<file path="config.mk">
export PLATFORM = sky130hd
export DESIGN_NAME = lru_tracker
export DESIGN_NICKNAME = d
export VERILOG_FILES = /design/src/rtl/lru_tracker.sv
export SDC_FILE = /design/constraint.sdc
export NUM_CORES = 2
export LEC_CHECK = 0
export CELL_PAD_IN_SITES_DETAIL_PLACEMENT = 1
export CELL_PAD_IN_SITES_GLOBAL_PLACEMENT = 1
export CORE_MARGIN = 2
export CORE_UTILIZATION = 50
export DETAILED_ROUTE_END_ITERATION = 8
export PLACE_DENSITY = 0.77
export SYNTH_ARGS = -nofsm -noshare
export SYNTH_HDL_FRONTEND = slang
export SYNTH_SLANG_ARGS = --single-unit
</file>
<file path="constraint.sdc">
create_clock -name clock -period 6.85 [get_ports clock]
set_input_delay 1.37 -clock clock [delete_from_list [all_inputs] [get_ports clock]]
set_output_delay 1.37 -clock clock [all_outputs]
set_load 0.02 [all_outputs]
</file>
<file path="src/rtl/lru_tracker.sv">
// lru_tracker: per-set true-LRU age tracker; lru is combinational from the addressed set's ages.
// An access updates the set at the rising edge and the new ordering shows the next cycle; no backpressure.
module lru_tracker #(
   parameter int WIDTH      = 4,
   parameter int INDEX_BITS = 8
) (
   input  logic                     clock,
   input  logic                     reset,
   input  logic [INDEX_BITS-1:0]    current_index,
   input  logic [$clog2(WIDTH)-1:0] access,
   input  logic                     access_valid,
   output logic [WIDTH-1:0]         lru
);

   localparam int            AW      = $clog2(WIDTH);
   localparam int            SETS    = 1 << INDEX_BITS;
   localparam logic [AW-1:0] AGE_LRU = AW'(WIDTH - 1);

   logic [WIDTH-1:0][AW-1:0] r_age [SETS];
   logic [WIDTH-1:0][AW-1:0] w_set_age;
   logic [WIDTH-1:0][AW-1:0] w_next_age;
   logic [AW-1:0]            w_acc_age;

   assign w_set_age = r_age[current_index];
   assign w_acc_age = w_set_age[access];

   // Only ways younger than the accessed one age; older ways keep their slot,
   // so the set stays a permutation of 0..WIDTH-1.
   always_comb begin
      w_next_age = w_set_age;
      for (int i = 0; i < WIDTH; i++) begin
         if (w_set_age[i] < w_acc_age) begin
            w_next_age[i] = w_set_age[i] + AW'(1);
         end
      end
      w_next_age[access] = '0;
   end

   always_comb begin
      lru = '0;
      for (int i = 0; i < WIDTH; i++) begin
         lru[i] = (w_set_age[i] == AGE_LRU);
      end
   end

   always_ff @(posedge clock or negedge reset) begin
      if (!reset) begin
         for (int s = 0; s < SETS; s++) begin
            for (int i = 0; i < WIDTH; i++) begin
               r_age[s][i] <= AW'(i);
            end
         end
      end else if (access_valid) begin
         r_age[current_index] <= w_next_age;
      end
   end

endmodule

</file>
# ---- Yosys cells after proc, flatten, opt, wreduce, memory -nomap -nowiden
# Cells that the tools add are included.
# W data, S select, Z words.
dict set report op_classes {
  n_addsub 4
  order_cmp 8
  n_eq_ne 4
  muxes 14
  n_bitwise 3
  n_reduce_logical 2
}
# op count
set op_table {}
lappend op_table {{$bwmux W2048} 1}
lappend op_table {{$bmux W8 S8} 1}
lappend op_table {{$demux W8 S8} 1}
lappend op_table {{$mux W8} 3}
lappend op_table {{$mux W2} 6}
lappend op_table {{$ge A9 B9 Y1 const B} 1}
lappend op_table {{$lt A9 B1 Y1 const B} 1}
lappend op_table {{$not A8 Y9} 1}
lappend op_table {{$add A2 B1 Y2 const B} 4}
lappend op_table {{$and A8 B8 Y8} 1}
lappend op_table {{$eq A2 B2 Y1 const B} 4}
lappend op_table {{$lt A2 B2 Y1} 4}
lappend op_table {{$not A8 Y8} 1}
lappend op_table {{$bmux W2 S2} 1}
lappend op_table {{$demux W2 S2} 1}
lappend op_table {{$lt A2 B3 Y1 const B} 1}
lappend op_table {{$ge A2 B1 Y1 const B} 1}
lappend op_table {{$logic_and A1 B1 Y1} 2}
dict set report totals {
  regBits 2048
  in_bits 13
  output_inout_bits 4
  elab_cells 1059
}

# ---- Depth between registers and ports, before layout
dict set report logic_depth {
  word_depth 10
  depth_mapped 26
  depth_no_buf 15
}

# ---- Worst setup path before layout
# No wires, ideal clock.
dict set report synth_timing {
  path_kind {input port to flip-flop}
  start {in current_index[0]}
  end {reg r_age[1735] (netlist bit)}
  arrival_time_ns 6.151
  required_time_ns 6.768
  path_slack_ns 0.617
  cell_stages 23
  n_path_buf 10
  cell_sequence {buf_6 buf_8 buf_6 buf_6 buf_6 buf_6 buf_6 buf_2 mux4_2 a22oi_1 o22ai_1 o41ai_1 o41ai_1 a211oi_2 mux4_2 ha_1 or2_2 o21ai_0 a21oi_1 mux2_2 buf_2 buf_2 mux2_2}
}
dict set report synth_between {
  elab_chain_len 10
  elab_cells_between_ends 16
}
# item line_no
set synth_lines {}
lappend synth_lines {{start, declared} 9} ;# input logic [INDEX_BITS-1:0] current_index,
lappend synth_lines {{$not A8 Y9 (not written as such) *} {24, 54}}
lappend synth_lines {{$bmux W8 S8} 24} ;# assign w_set_age = r_age[current_index];
lappend synth_lines {{$mux W8 (not written as such) (2 in a row)} 24}
lappend synth_lines {{$bmux W2 S2} 25} ;# assign w_acc_age = w_set_age[access];
lappend synth_lines {{$mux W2 (not written as such)} 25}
lappend synth_lines {{$lt A2 B2 Y1} 32} ;# if (w_set_age[i] < w_acc_age) begin
lappend synth_lines {{$mux W2} 32}
lappend synth_lines {{$and A8 B8 Y8 (no line)} n/a}
lappend synth_lines {{$bwmux W2048 *} 54} ;# r_age[current_index] <= w_next_age;
lappend synth_lines {{end signal, assigned by index} 50} ;# r_age[s][i] <= AW'(i);
lappend synth_lines {{end signal, assigned by index} 54}
lappend synth_lines {{end, declared} 19} ;# logic [WIDTH-1:0][AW-1:0] r_age [SETS];
# Mark *: on every way between the ends. The rest lies on a longest branch, timed or not. The select of a mux whose other input is x is not followed.
# A chain may end at the register's enable or synchronous reset.

# ---- Worst setup path after layout
dict set report layout_timing {
  start {in current_index[0]}
  end {out lru[0]}
}
dict set report layout_between {
  elab_chain_len 5
}
# item line_no
set layout_lines {}
lappend layout_lines {{$not A8 Y9 (not written as such)} 24}
lappend layout_lines {{$bmux W8 S8} 24}
lappend layout_lines {{$mux W8 (not written as such) (2 in a row)} 24}
lappend layout_lines {{$eq A2 B2 Y1} 42} ;# lru[i] = (w_set_age[i] == AGE_LRU);
lappend layout_lines {{end, declared} 12} ;# output logic [WIDTH-1:0] lru
# Every way passes these cells. The select of a mux whose other input is x is not followed.

==> impl_metrics.tcl <==
set metrics [dict create \
    status "finished clean" \
    power.switching_uw 7820 \
    cts_max_level 4 \
    largest_reg_flops 2048 \
    netlist_top_cells_count "1,628 x nand2_1, 1,296 x o21ai_0, 1,024 x dfrtp_1, 1,024 x dfstp_2, 531 x mux2_2" \
    drtIter0Drc 5936 \
    p_clk_share_pct 41.7 \
    r2r_end "r_age[871]" \
    maxCapViolCount 0 \
    clkSinkCount 2048 \
    hold_viol_final 0 \
    avgSynthCellArea_sq_um 11.8 \
    cts_root_buf "clkbuf_16" \
    setup.worst_path.end_class "output port" \
    setup_violations 0 \
    die_w_microns 439 \
    clkLatencyLatePin_ns 0.87 \
    yosysMostFrequentCell "nand2_1" \
    final_max_slew_viol_count 0 \
    grt_pass1_vias 74000 \
    finalWirelength_mm 313 \
    sequentialPowerShare_pct 46.0 \
    grt_setup_unrepaired "no" \
    async_flop_share_pct 100 \
    routedWlPerCell_microns 29.7 \
    hold_class "input pin to asynchronous set/reset pin" \
    p_sw_share_pct 27.1 \
    r2r_cells 15 \
    area_growth_pct 11.1 \
    timing.rr.start "r_age[1105]" \
    synth_area_sq_mm 0.0948 \
    postRouteAntennaNets 0 \
    ys_ff_latch 2048 \
    synth_ff_type "dfstp_2" \
    post-route-period-util_pct 99.5 \
    synth_edf_count 0 \
    syn-num-nets 8069 \
    finalCriticalPeriod_ns 6.81 \
    path_clk_slew_ns 0.06 \
    vias 68100 \
    cellLeakagePower_uw 0.0439 \
    ios 17 \
    cellInternalPower_uw 21100 \
    critPathLaunchType "input pin" \
    p_per_area_mw_per_mm2 275 \
    antenna_found_initial 13 \
    synth_top_area_share_pct 28.4 \
    die_height_microns 439 \
    ys_types 71 \
    maxSlewHeadroom_pct 29.9 \
    overflow 0 \
    cts_tree "done" \
    largest-register "r_age" \
    start_util_pct 50.4 \
    fin_skew_ns 0.0359 \
    synthTopCellsByArea "dfstp_2 28%, dfrtp_1 27%, mux4_2 9.8%" \
    dieArea_sq_mm 0.193 \
    core_area_sq_mm 0.188 \
    ff2ff_setup_slack_ns 1.87 \
    ir_drop_v 0.000269 \
    path_class "input pin to output port" \
    whs_ns 0.477 \
    grt_max_degree 177 \
    grt_usage_pct 32.7 \
    yosysSeqAreaShare_pct 55.4 \
    synth_top_area_cell "dfstp_2" \
    viasPerCell 6.46 \
    comb_power_share_pct 12.3 \
    place_ws_ns -0.180 \
    clockBufferDepth 3 \
    path_max_fanout 29 \
    holdBufCountCts 0 \
    rows 159 \
    io_buffer_count 16 \
    place.gp.congestion 0.917 \
    required_ns 5.48 \
    worst_pin_slew_ns 1.05 \
    cp.arrival_ns 5.44 \
    fin_ws_ns 0.0372 \
    syn_inst 8048 \
    drcViolationCount 0 \
    dp_hpwl_mm 200 \
    drive_above_1_share_pct 33.7 \
    fmax_ghz 0.147 \
    num-nets-final 7876 \
    numCtsBuffers 216 \
    drtPass1Iterations 5 \
    ys_warn_count 0 \
    grt_pass1_wl_mm 476 \
    reg_top3 "r_age x2048" \
]
-- cells in the final DEF, fill, tap and decap left out, types with 17 or more instances in the layout --
master	Yosys	routed
a21oi_1	43	43
a22oi_1	124	124
a32o_1	257	257
buf_12	4	95
buf_4	37	258
clkbuf_1	476	75
clkbuf_16	0	217
clkbuf_8	0	56
clkinv_2	0	30
dfrtp_1	1024	1024
dfstp_2	1024	1024
mux2_2	531	530
mux2i_1	319	318
mux4_2	412	412
nand2_1	1628	1628
nand3_1	47	47
nor2_1	318	298
nor2_2	0	17
o21ai_0	1296	1296
o22ai_1	19	19
-- critical path, cell delays in order --
cell and delay (ns):
buf_8 0.35, buf_12 0.30, buf_4 0.29, mux4_2 0.56
o211ai_1 0.36, o31ai_1 0.15, buf_4 0.19, nor4_2 0.46
o211ai_1 0.30, a211oi_2 0.30, buf_4 0.16, inv_1 0.05
ha_1 0.32, buf_4 0.22
-- logic make-up after synthesis --
| kind of cell | Yosys count | share of synthesized area, % |
|---|---|---|
| compound gates | 1844 | 11.8 |
| fa+ha+maj | 8 | 0.106 |
| buf+inv | 786 | 4.30 |
| flops | 2048 | 55.4 |
| mux | 1272 | 19.8 |
| simple gates | 2090 | 8.59 |
-- stage by stage --
stage | utilization, % | power [uW] | cell area [sq um] | setup TNS (ns) | cells
global placement | 52.1 | 16800 | 98000 | -86.15 | 10100
floorplan | - | 15400 | 94800 | 0 | 8048
global route | 56.0 | 29800 | 105000 | 0 | 10500
finish | 56.0 | 28900 | 105000 | 0 | 10500
detailed placement | 52.1 | 17000 | 98000 | -31.66 | 10100
CTS | 56.0 | 29000 | 105000 | 0 | 10500
-- how the worst max path moves through the flow --
stage | slack (ns) | to | startpoint
after floorplan | 0.62 | r_age[1735] | current_index[0]
after global placement | -0.31 | r_age[599] | current_index[0]
after detailed placement | -0.18 | r_age[647] | current_index[0]
after CTS | 0.13 | lru[0] | current_index[0]
after global routing | 0.004 | lru[0] | current_index[0]
final | 0.04 | lru[0] | current_index[0]
-- power groups by stage --
stage	Combinational, uW	Clock [uW]	Sequential (uW)
after floorplan	2060	0	13300
after global placement	3350	0	13400
after detailed placement	3500	0	13500
after CTS	3540	12200	13300
after global routing	3800	12600	13400
final	3560	12000	13300
-- metal layers --
| layer | vias to the layer above | wire (microns) | global-route usage (%) | part of all wire (%) |
|---|---|---|---|---|
| li1 | 28300 | - | - | - |
| met1 | 36500 | 127000 | 43.2 | 41 |
| met2 | 2397 | 147000 | 51.2 | 47 |
| met3 | 818 | 21500 | 6.52 | 6.9 |
| met4 | 6 | 18000 | 17.3 | 5.7 |
| met5 | - | 41 | 0 | 0.013 |
-- area by class of cell --
class	instances	area (sq um)
Antenna cell	8	20.0
Multi-Input combinational cell	5214	38300
Tap cell	2495	3120
Clock buffer	347	6470
Clock inverter	59	747
Sequential cell	2048	52500
Inverter	11	46.3
Timing Repair Buffer	364	3970
Fill cell	18900	82800
-- repair_timing --
action                     in CTS  in global routing
hold endpoints to repair        0                  0
setup endpoints to repair       1                  0
setup buffers                   0                  0
resized for setup               1                  0
Power figures use the tool's default switching activity.
